[src/rtl/bcd_interval_ctrl_if.sv]
`default_nettype none
// ============================================================================
//  Module      : bcd_interval_ctrl_if
//  Description : Command / status bundle between the controller and the
//                logic that drives it (commands in, BCD count and flags out).
//  Revision    : 1.0 - initial release
// ============================================================================
interface bcd_interval_ctrl_if #(
  parameter int DIGITS = 2
);
  logic                  start;
  logic                  stop;
  logic                  clear;
  logic                  mode;
  logic [4*DIGITS-1:0]   target;
  logic                  tick;
  logic [4*DIGITS-1:0]   count;
  logic                  running;
  logic                  done;
  logic                  err;

  // Control side: issues commands, observes status
  modport master (
    output start, stop, clear, mode, target, tick,
    input  count, running, done, err
  );

  // Controller side: accepts commands, reports status
  modport slave (
    input  start, stop, clear, mode, target, tick,
    output count, running, done, err
  );
endinterface
`default_nettype wire

[src/rtl/bcd_interval_ctrl.sv]
`default_nettype none
// ============================================================================
//  Module      : bcd_interval_ctrl
//  Description : Run/pause/terminal-count sequencer for a cascade of BCD
//                digit counters, with one-shot and auto-reload completion.
//  Revision    : 1.0 - initial release
// ============================================================================
module bcd_interval_ctrl #(
  parameter int DIGITS = 2
) (
  input  wire logic            clk,
  input  wire logic            rst_n,
  bcd_interval_ctrl_if.slave   bus
);

  localparam int C_W = 4 * DIGITS;

  typedef enum logic [1:0] {
    S_IDLE  = 2'd0,
    S_RUN   = 2'd1,
    S_PAUSE = 2'd2,
    S_DONE  = 2'd3
  } state_t;

  state_t           r_state, w_state_nxt;
  logic [C_W-1:0]   r_count, w_count_nxt;
  logic [C_W-1:0]   r_target, w_target_nxt;
  logic             r_mode, w_mode_nxt;
  logic             r_done, w_done_nxt;
  logic             r_err, w_err_nxt;

  logic [C_W-1:0]   w_count_inc;
  logic             w_target_ok;
  logic             w_terminal;

  // BCD increment of the current count, carry rippling through every digit
  always_comb begin
    logic       v_carry;
    logic [3:0] v_dig;
    w_count_inc = r_count;
    v_carry     = 1'b1;
    for (int d = 0; d < DIGITS; d++) begin
      v_dig = r_count[4*d +: 4];
      if (v_carry) begin
        if (v_dig == 4'd9) begin
          w_count_inc[4*d +: 4] = 4'd0;
        end else begin
          w_count_inc[4*d +: 4] = v_dig + 4'd1;
          v_carry               = 1'b0;
        end
      end
    end
  end

  // Incoming target is usable only if every nibble is a decimal digit and it is nonzero
  always_comb begin
    w_target_ok = (bus.target != '0);
    for (int d = 0; d < DIGITS; d++) begin
      if (bus.target[4*d +: 4] > 4'd9) begin
        w_target_ok = 1'b0;
      end
    end
  end

  // Since count never passes the target, "count == target-1" is the same as
  // "count+1 == target", which reuses the incrementer instead of a decrementer.
  assign w_terminal = (w_count_inc == r_target);

  // State register and all registered outputs
  always_ff @(posedge clk or negedge rst_n) begin
    if (!rst_n) begin
      r_state  <= S_IDLE;
      r_count  <= '0;
      r_target <= '0;
      r_mode   <= 1'b0;
      r_done   <= 1'b0;
      r_err    <= 1'b0;
    end else begin
      r_state  <= w_state_nxt;
      r_count  <= w_count_nxt;
      r_target <= w_target_nxt;
      r_mode   <= w_mode_nxt;
      r_done   <= w_done_nxt;
      r_err    <= w_err_nxt;
    end
  end

  // Next-state and next-output decode; clear > stop > start > tick
  always_comb begin
    w_state_nxt  = r_state;
    w_count_nxt  = r_count;
    w_target_nxt = r_target;
    w_mode_nxt   = r_mode;
    w_done_nxt   = 1'b0;
    w_err_nxt    = r_err;

    if (bus.clear) begin
      w_state_nxt = S_IDLE;
      w_count_nxt = '0;
      w_err_nxt   = 1'b0;
    end else begin
      case (r_state)
        S_IDLE, S_DONE: begin
          // A rejected start leaves the current state and count untouched
          if (bus.start) begin
            if (w_target_ok) begin
              w_state_nxt  = S_RUN;
              w_count_nxt  = '0;
              w_target_nxt = bus.target;
              w_mode_nxt   = bus.mode;
              w_err_nxt    = 1'b0;
            end else begin
              w_err_nxt    = 1'b1;
            end
          end
        end

        S_RUN: begin
          if (bus.stop) begin
            w_state_nxt = S_PAUSE;
          end else if (bus.tick) begin
            if (w_terminal) begin
              w_done_nxt = 1'b1;
              if (r_mode) begin
                w_count_nxt = '0;
              end else begin
                w_count_nxt = r_target;
                w_state_nxt = S_DONE;
              end
            end else begin
              w_count_nxt = w_count_inc;
            end
          end
        end

        S_PAUSE: begin
          if (bus.start) begin
            w_state_nxt = S_RUN;
          end
        end

        default: begin
          w_state_nxt = S_IDLE;
        end
      endcase
    end
  end

  assign bus.count   = r_count;
  assign bus.running = (r_state == S_RUN);
  assign bus.done    = r_done;
  assign bus.err     = r_err;

endmodule
`default_nettype wire

[src/flat_wrapper.sv]
// flat-port wrapper written by rule: the top's interface ports become plain ports
module bcd_interval_ctrl_flat 
#(
  parameter int DIGITS = 2
)
  (clk, rst_n, bus_start, bus_stop, bus_clear, bus_mode, bus_target, bus_tick, bus_count, bus_running, bus_done, bus_err);
  bcd_interval_ctrl_if #(.DIGITS(DIGITS)) bus_i ();
  input  wire logic clk;
  input  wire logic rst_n;
  input wire logic [$bits(bus_i.start)-1:0] bus_start;
  input wire logic [$bits(bus_i.stop)-1:0] bus_stop;
  input wire logic [$bits(bus_i.clear)-1:0] bus_clear;
  input wire logic [$bits(bus_i.mode)-1:0] bus_mode;
  input wire logic [$bits(bus_i.target)-1:0] bus_target;
  input wire logic [$bits(bus_i.tick)-1:0] bus_tick;
  output wire logic [$bits(bus_i.count)-1:0] bus_count;
  output wire logic [$bits(bus_i.running)-1:0] bus_running;
  output wire logic [$bits(bus_i.done)-1:0] bus_done;
  output wire logic [$bits(bus_i.err)-1:0] bus_err;
  assign bus_i.start = bus_start;
  assign bus_i.stop = bus_stop;
  assign bus_i.clear = bus_clear;
  assign bus_i.mode = bus_mode;
  assign bus_i.target = bus_target;
  assign bus_i.tick = bus_tick;
  assign bus_count = bus_i.count;
  assign bus_running = bus_i.running;
  assign bus_done = bus_i.done;
  assign bus_err = bus_i.err;
  bcd_interval_ctrl #(.DIGITS(DIGITS)) u_core (.clk(clk), .rst_n(rst_n), .bus(bus_i));
endmodule
[config.mk]
export PLATFORM = sky130hd
export DESIGN_NAME = bcd_interval_ctrl_flat
export DESIGN_NICKNAME = d
export VERILOG_FILES = /design/src/rtl/bcd_interval_ctrl_if.sv /design/src/rtl/bcd_interval_ctrl.sv /design/src/flat_wrapper.sv
export SDC_FILE = /design/constraint.sdc
export NUM_CORES = 1
export LEC_CHECK = 0
export ABC_AREA = 1
export BUFFER_PORTS_ARGS = -buffer_cell sky130_fd_sc_hd__buf_4
export CAP_MARGIN = 10
export CORE_MARGIN = 10
export CORE_UTILIZATION = 55
export DETAILED_ROUTE_END_ITERATION = 16
export GPL_ROUTABILITY_DRIVEN = 0
export PLACE_DENSITY_LB_ADDON = 0.05
export SYNTH_ARGS = -nofsm -noshare
export SYNTH_HDL_FRONTEND = slang
export SYNTH_SLANG_ARGS = --single-unit
[constraint.sdc]
create_clock -name clk -period 4.5 [get_ports clk]
set_clock_uncertainty 0.15 [all_clocks]
set_input_delay 0.45 -clock clk [delete_from_list [all_inputs] [get_ports clk]]
set_output_delay 0.45 -clock clk [all_outputs]
set_load 0.05 [all_outputs]
After elaboration in Yosys (flattened, before gate mapping) --
Index checks and enable logic that the tools add are counted.
Cells by class: add/sub/neg operators 2, multiply operators 0, div/mod/pow operators 0, order comparisons 2, equality and inequality tests 14, shifts and indexed selects 0, muxes and demuxes 32, bitwise gates (word level) 1, reductions and logical operators 10
Operators by type and width (count):
- $mux W8 | 7
- $mux W2 | 8
- $pmux W8 S2 | 1
- $mux W1 | 12
- $mux W4 | 3
- $ne A3 B3 Y1 const B | 4
- $add A4 B1 Y4 const B | 2
- $eq A4 B4 Y1 const B | 2
- $eq A8 B8 Y1 | 1
- $gt A4 B4 Y1 const B | 2
- $ne A4 B4 Y1 const B | 2
- $reduce_bool A8 Y1 | 1
- $pmux W2 S3 | 1
- $reduce_and A6 Y1 | 1
- $reduce_and A5 Y1 | 1
- $eq A2 B2 Y1 const B | 2
- $ne A4 B3 Y1 const B | 1
- $reduce_and A4 Y1 | 1
- $reduce_bool A2 Y1 | 2
- $ne A3 B2 Y1 const B | 1
- $reduce_bool A3 Y1 | 1
- $eq A2 B1 Y1 const B | 1
- $logic_not A2 Y1 | 1
- $reduce_and A2 Y1 | 1
- other kinds (2) | 2
Storage, ports and cells: register bits after elaboration 21, latch bits 0, memory bits (writable) 0, memory bits (read-only) 0, input port bits 15, word-level logic and storage cells 67, memories 0

Logic depth before layout (Yosys ltp) --
depth in word-level cells 9, depth in mapped cells 15, gate-level depth less buffers 15

Least setup slack after synthesis --
No wires, ideal clock.
path kind reg-to-reg, start register u_core.r_count[5] (netlist: u_core.bus.count[5]), end register u_core.r_state[0], arrival time 1.979 ns, required time 4.233 ns, slack 2.255 ns, stages on the path, launching flop included 15, buffers on the path 0, period minus slack after synthesis 2.245 ns, cell sequence dfrtp_1 -> inv_1 -> ha_1 -> nand3_1 -> nand3_1 -> nand2_1 -> nand2_1 -> nand2_1 -> nand2_2 -> nor2_8 -> nand2_4 -> nand2_4 -> nand2_2 -> nand2_1 -> nand2_1
Between the ends: word-level cells in the longest chain between the ends 6, elaborated cells between the ends (all ways) 7, classes of those cells add/sub (1); eq/ne (3); mux (2); reduce/logical (1)
RTL lines:
- start, declared | line bcd_interval_ctrl.sv:26 | logic [C_W-1:0] r_count, w_count_nxt;
- start signal, assigned | line bcd_interval_ctrl.sv:80 | r_count <= w_count_nxt;
- $add A4 B1 Y4 or $eq A4 B4 Y1 (tied branches) | line bcd_interval_ctrl.sv:48, bcd_interval_ctrl.sv:45
- $mux W4 | line bcd_interval_ctrl.sv:45 | if (v_dig == 4'd9) begin
- $mux W4 * | line bcd_interval_ctrl.sv:44 | if (v_carry) begin
- $eq A8 B8 Y1 * | line bcd_interval_ctrl.sv:67 | assign w_terminal = (w_count_inc == r_target);
- $ne A4 B3 Y1 (no source line) *
- $reduce_and A6 Y1 (no source line) *
- end signal, assigned | line bcd_interval_ctrl.sv:79 | r_state <= w_state_nxt;
- end, declared | line bcd_interval_ctrl.sv:25 | state_t r_state, w_state_nxt;
Every way passes the cells marked *; elsewhere a longest branch is shown, timed or not. A chain may end at the register's enable or synchronous reset.

Final worst setup path --
Ends and elaborated chain as after synthesis.

==> flow_metrics.tcl <==
set metrics [dict create \
    crit_chain "inv_1 -> ha_1 -> nand3_1 -> nand3_1 -> nand2_1 -> nand2_1 -> nand2_1 -> nand2_2 -> nor2_8 -> nand2_4 -> nand2_4 -> nand2_2 -> nand2_1 -> nand2_1" \
    ant_nets 0 \
    first_global_vias 1317 \
    relSlewSlack_pct 53.1 \
    track_usage_pct 12.8 \
    ios 26 \
    setup.worst_path.start_class "flip-flop" \
    seq_area_frac_synth_pct 34.1 \
    wl_per_cell_um 11.4 \
    seqPwrFrac_pct 35.8 \
    yosysWarnings 0 \
    drive_gt1_share_pct 17.2 \
    worstSkewPairLatency_ns 0.31 \
    wirelength_um 3330 \
    start_util_pct 56.9 \
    status "completed" \
    synth_edf_count 0 \
    synth_cell_types 24 \
    finalMaxSlewViolations 0 \
    p_leak_nw 1.02 \
    root_buffer "clkbuf_4" \
    cts-htree-levels 1 \
    numClockSinks 21 \
    cts_buffers 3 \
    antenna_found_initial 0 \
    clock.fmax_mhz 473 \
    ys.flop_type "dfrtp_1" \
    ys_ff_latch 21 \
    synthArstFlopShare_pct 100 \
    crit_path_end_kind "flip-flop" \
    critPathRequiredTime_ns 4.55 \
    cp_max_fo 10 \
    p_total_w 0.000878 \
    grt_first_pass_wirelength_um 5720 \
    ys_top_cells_by_area "dfrtp_1, nand2_1, nand3_1, inv_1, ha_1" \
    r2r_slack_ns 2.38 \
    viasPerCell 4.97 \
    whs_endpoint "u_core.bus.done" \
    hold_viol 0 \
    sw_frac_of_total_pct 50.3 \
    synth_largest_area_cell "dfrtp_1" \
    switching_power_w 0.000442 \
    portBuffers 25 \
    cts_tree "built" \
    nets 281 \
    fp.dieH_um 73.0 \
    rsz0062_at_grt "false" \
    grt_max_degree 22 \
    synth.net_count 252 \
    crit_top_cell "nand2_1" \
    reg2reg_to "u_core.r_state[0]" \
    synth_cells 233 \
    grt_overflow 0 \
    avgSynthCellArea_um2 6.62 \
    p_clk_share_pct 10.7 \
    setup_tns_ns 0 \
    drt_pass1_iterations 4 \
    hold-path-cell-count 3 \
    syn_to_final_growth_pct 16.2 \
    ir_drop_uv 351 \
    combPwrFrac_pct 53.6 \
    cap_violations 0 \
    synth_top_area_share_pct 34.1 \
    num_vias 1452 \
    fin_crit_sh_pct 47.0 \
    worst_slew_pin_slew_ns 0.700 \
    n_antenna_cell 0 \
    min_period_ns 2.12 \
    p_per_area_nw_per_um2 490 \
    p_int_w 0.000436 \
    die-width_um 73.0 \
    synth_area_um2 1540 \
    drt-initial-drc-count 108 \
    hold_start "bus_tick" \
    synthTopCellsByCount "nand2_1, nand3_1, inv_1" \
    worstRegToRegCells 14 \
    nFillCells 272 \
    holdCritPathClass "in2reg" \
    cpPeakStageDelay_ns 0.45 \
    clk_pin_slew_ns 0.11 \
    setup_violations 0 \
    hpwl_um 2640 \
    arrival_ns 2.17 \
    rr_startpoint "u_core.bus.count[5]" \
    cts_buffer_depth 2 \
    rows 19 \
    die_area_um2 5320 \
    path_class "reg2reg" \
    crit_path_top_delay_cell "dfrtp_1" \
    design.core.area_um2 2710 \
    drcViolationCount 0 \
    synthMostInstantiatedCell "nand2_1" \
]
==> power groups by stage <==
stage	clock [W]	sequential, W	combinational, W
after floorplan	0	0.000336	0.000348
after global placement	0	0.000318	0.000469
after detailed placement	0	0.000317	0.000474
after CTS	0.0000954	0.000314	0.000475
after global routing	0.000104	0.000323	0.000525
final	0.0000937	0.000314	0.000470
==> cells in the final DEF, fill, tap and decap left out, types with 2 or more instances in the layout <==
master / n
nand2_1: 90
buf_4: 25
nand4_1: 5
inv_2: 3
ha_1: 4
a21oi_1: 6
nor2_1: 10
nand2_4: 2
nor2_4: 2
nand3_1: 33
inv_1: 28
clkbuf_4: 3
nor2_8: 2
nand3b_1: 2
nand2_2: 6
dfrtp_1: 21
o21ai_0: 10
==> registers in the layout, summed over array words and instances, names as in the netlist <==
register and flops:
u_core.bus.count 8, u_core.r_target 8, u_core.r_state 2, u_core.bus.done 1, u_core.bus.err 1, u_core.r_mode 1
==> layout make-up <==
| class | count | area [µm²] | share of cell area (%) |
|---|---|---|---|
| well taps | 31 | 38.8 | 2.16 |
| multi-input cells | 178 | 885 | 49.3 |
| inverters | 32 | 120 | 6.70 |
| clock buffers | 4 | 26.3 | 1.47 |
| flip-flops and latches | 21 | 526 | 29.3 |
| repair buffers | 26 | 198 | 11.0 |
==> worst max-delay path by stage <==
| stage | from | slack (ns) | cells after the start | endpoint |
|---|---|---|---|---|
| 3_3_place_gp | u_core.bus.count[5] | 2.39 | 14 | u_core.r_state[0] |
| 2_1_floorplan | u_core.bus.count[5] | 2.25 | 14 | u_core.r_state[0] |
| 6_report | u_core.bus.count[5] | 2.38 | 14 | u_core.r_state[0] |
| 4_1_cts | u_core.bus.count[5] | 2.39 | 14 | u_core.r_state[1] |
| 3_5_place_dp | u_core.bus.count[5] | 2.40 | 14 | u_core.r_state[1] |
| 5_1_grt | u_core.bus.count[5] | 2.12 | 15 | u_core.r_state[0] |
==> per-stage QoR <==
stage	util, %	hold WS (ns)	instance area, µm²	std cells	worst slack (ns)
final	66.2	0.239	1790	292	2.38
after global routing	66.2	0.256	1790	292	2.12
after CTS	66.2	0.225	1790	292	2.39
after detailed placement	64.8	0.198	1760	287	2.40
after global placement	64.8	0.199	1760	287	2.39
after floorplan	-	0.00441	1540	233	2.25
==> worst max-delay path: cells and delay by family, from the launching register on <==
kind / cells / cell delay, ns
DFF: 1 / 0.45
and+or+nand+nor: 12 / 1.14
buffers and inverters: 1 / 0.10
adders and majority gates: 1 / 0.19
==> per-layer routing <==
layer / vias up / track usage (%) / wire, µm
met4: 0 / 3.80 / 14
met2: 37 / 18.7 / 1380
met3: 2 / 3.67 / 218
li1: 801 / - / -
met1: 612 / 17.6 / 1720
met5: - / 0 / 0
==> kinds of logic (layout without fill, tap and decap cells) <==
family,count (synthesis),count (layout),synth area share (%)
compound gates,18,18,6.33
xor+xnor,1,1,0.568
fa+ha+maj,4,4,3.24
buf+inv,34,62,8.60
flops,21,21,34.1
simple gates,155,155,47.2
==> what timing repair did <==
item | in CTS | in global routing
hold buffers | 1 | 0
hold endpoints to repair | 21 | 0
gates resized for setup | 0 | 0
setup buffers | 0 | 0
Note: power is estimated with default switching activity, not from simulation.
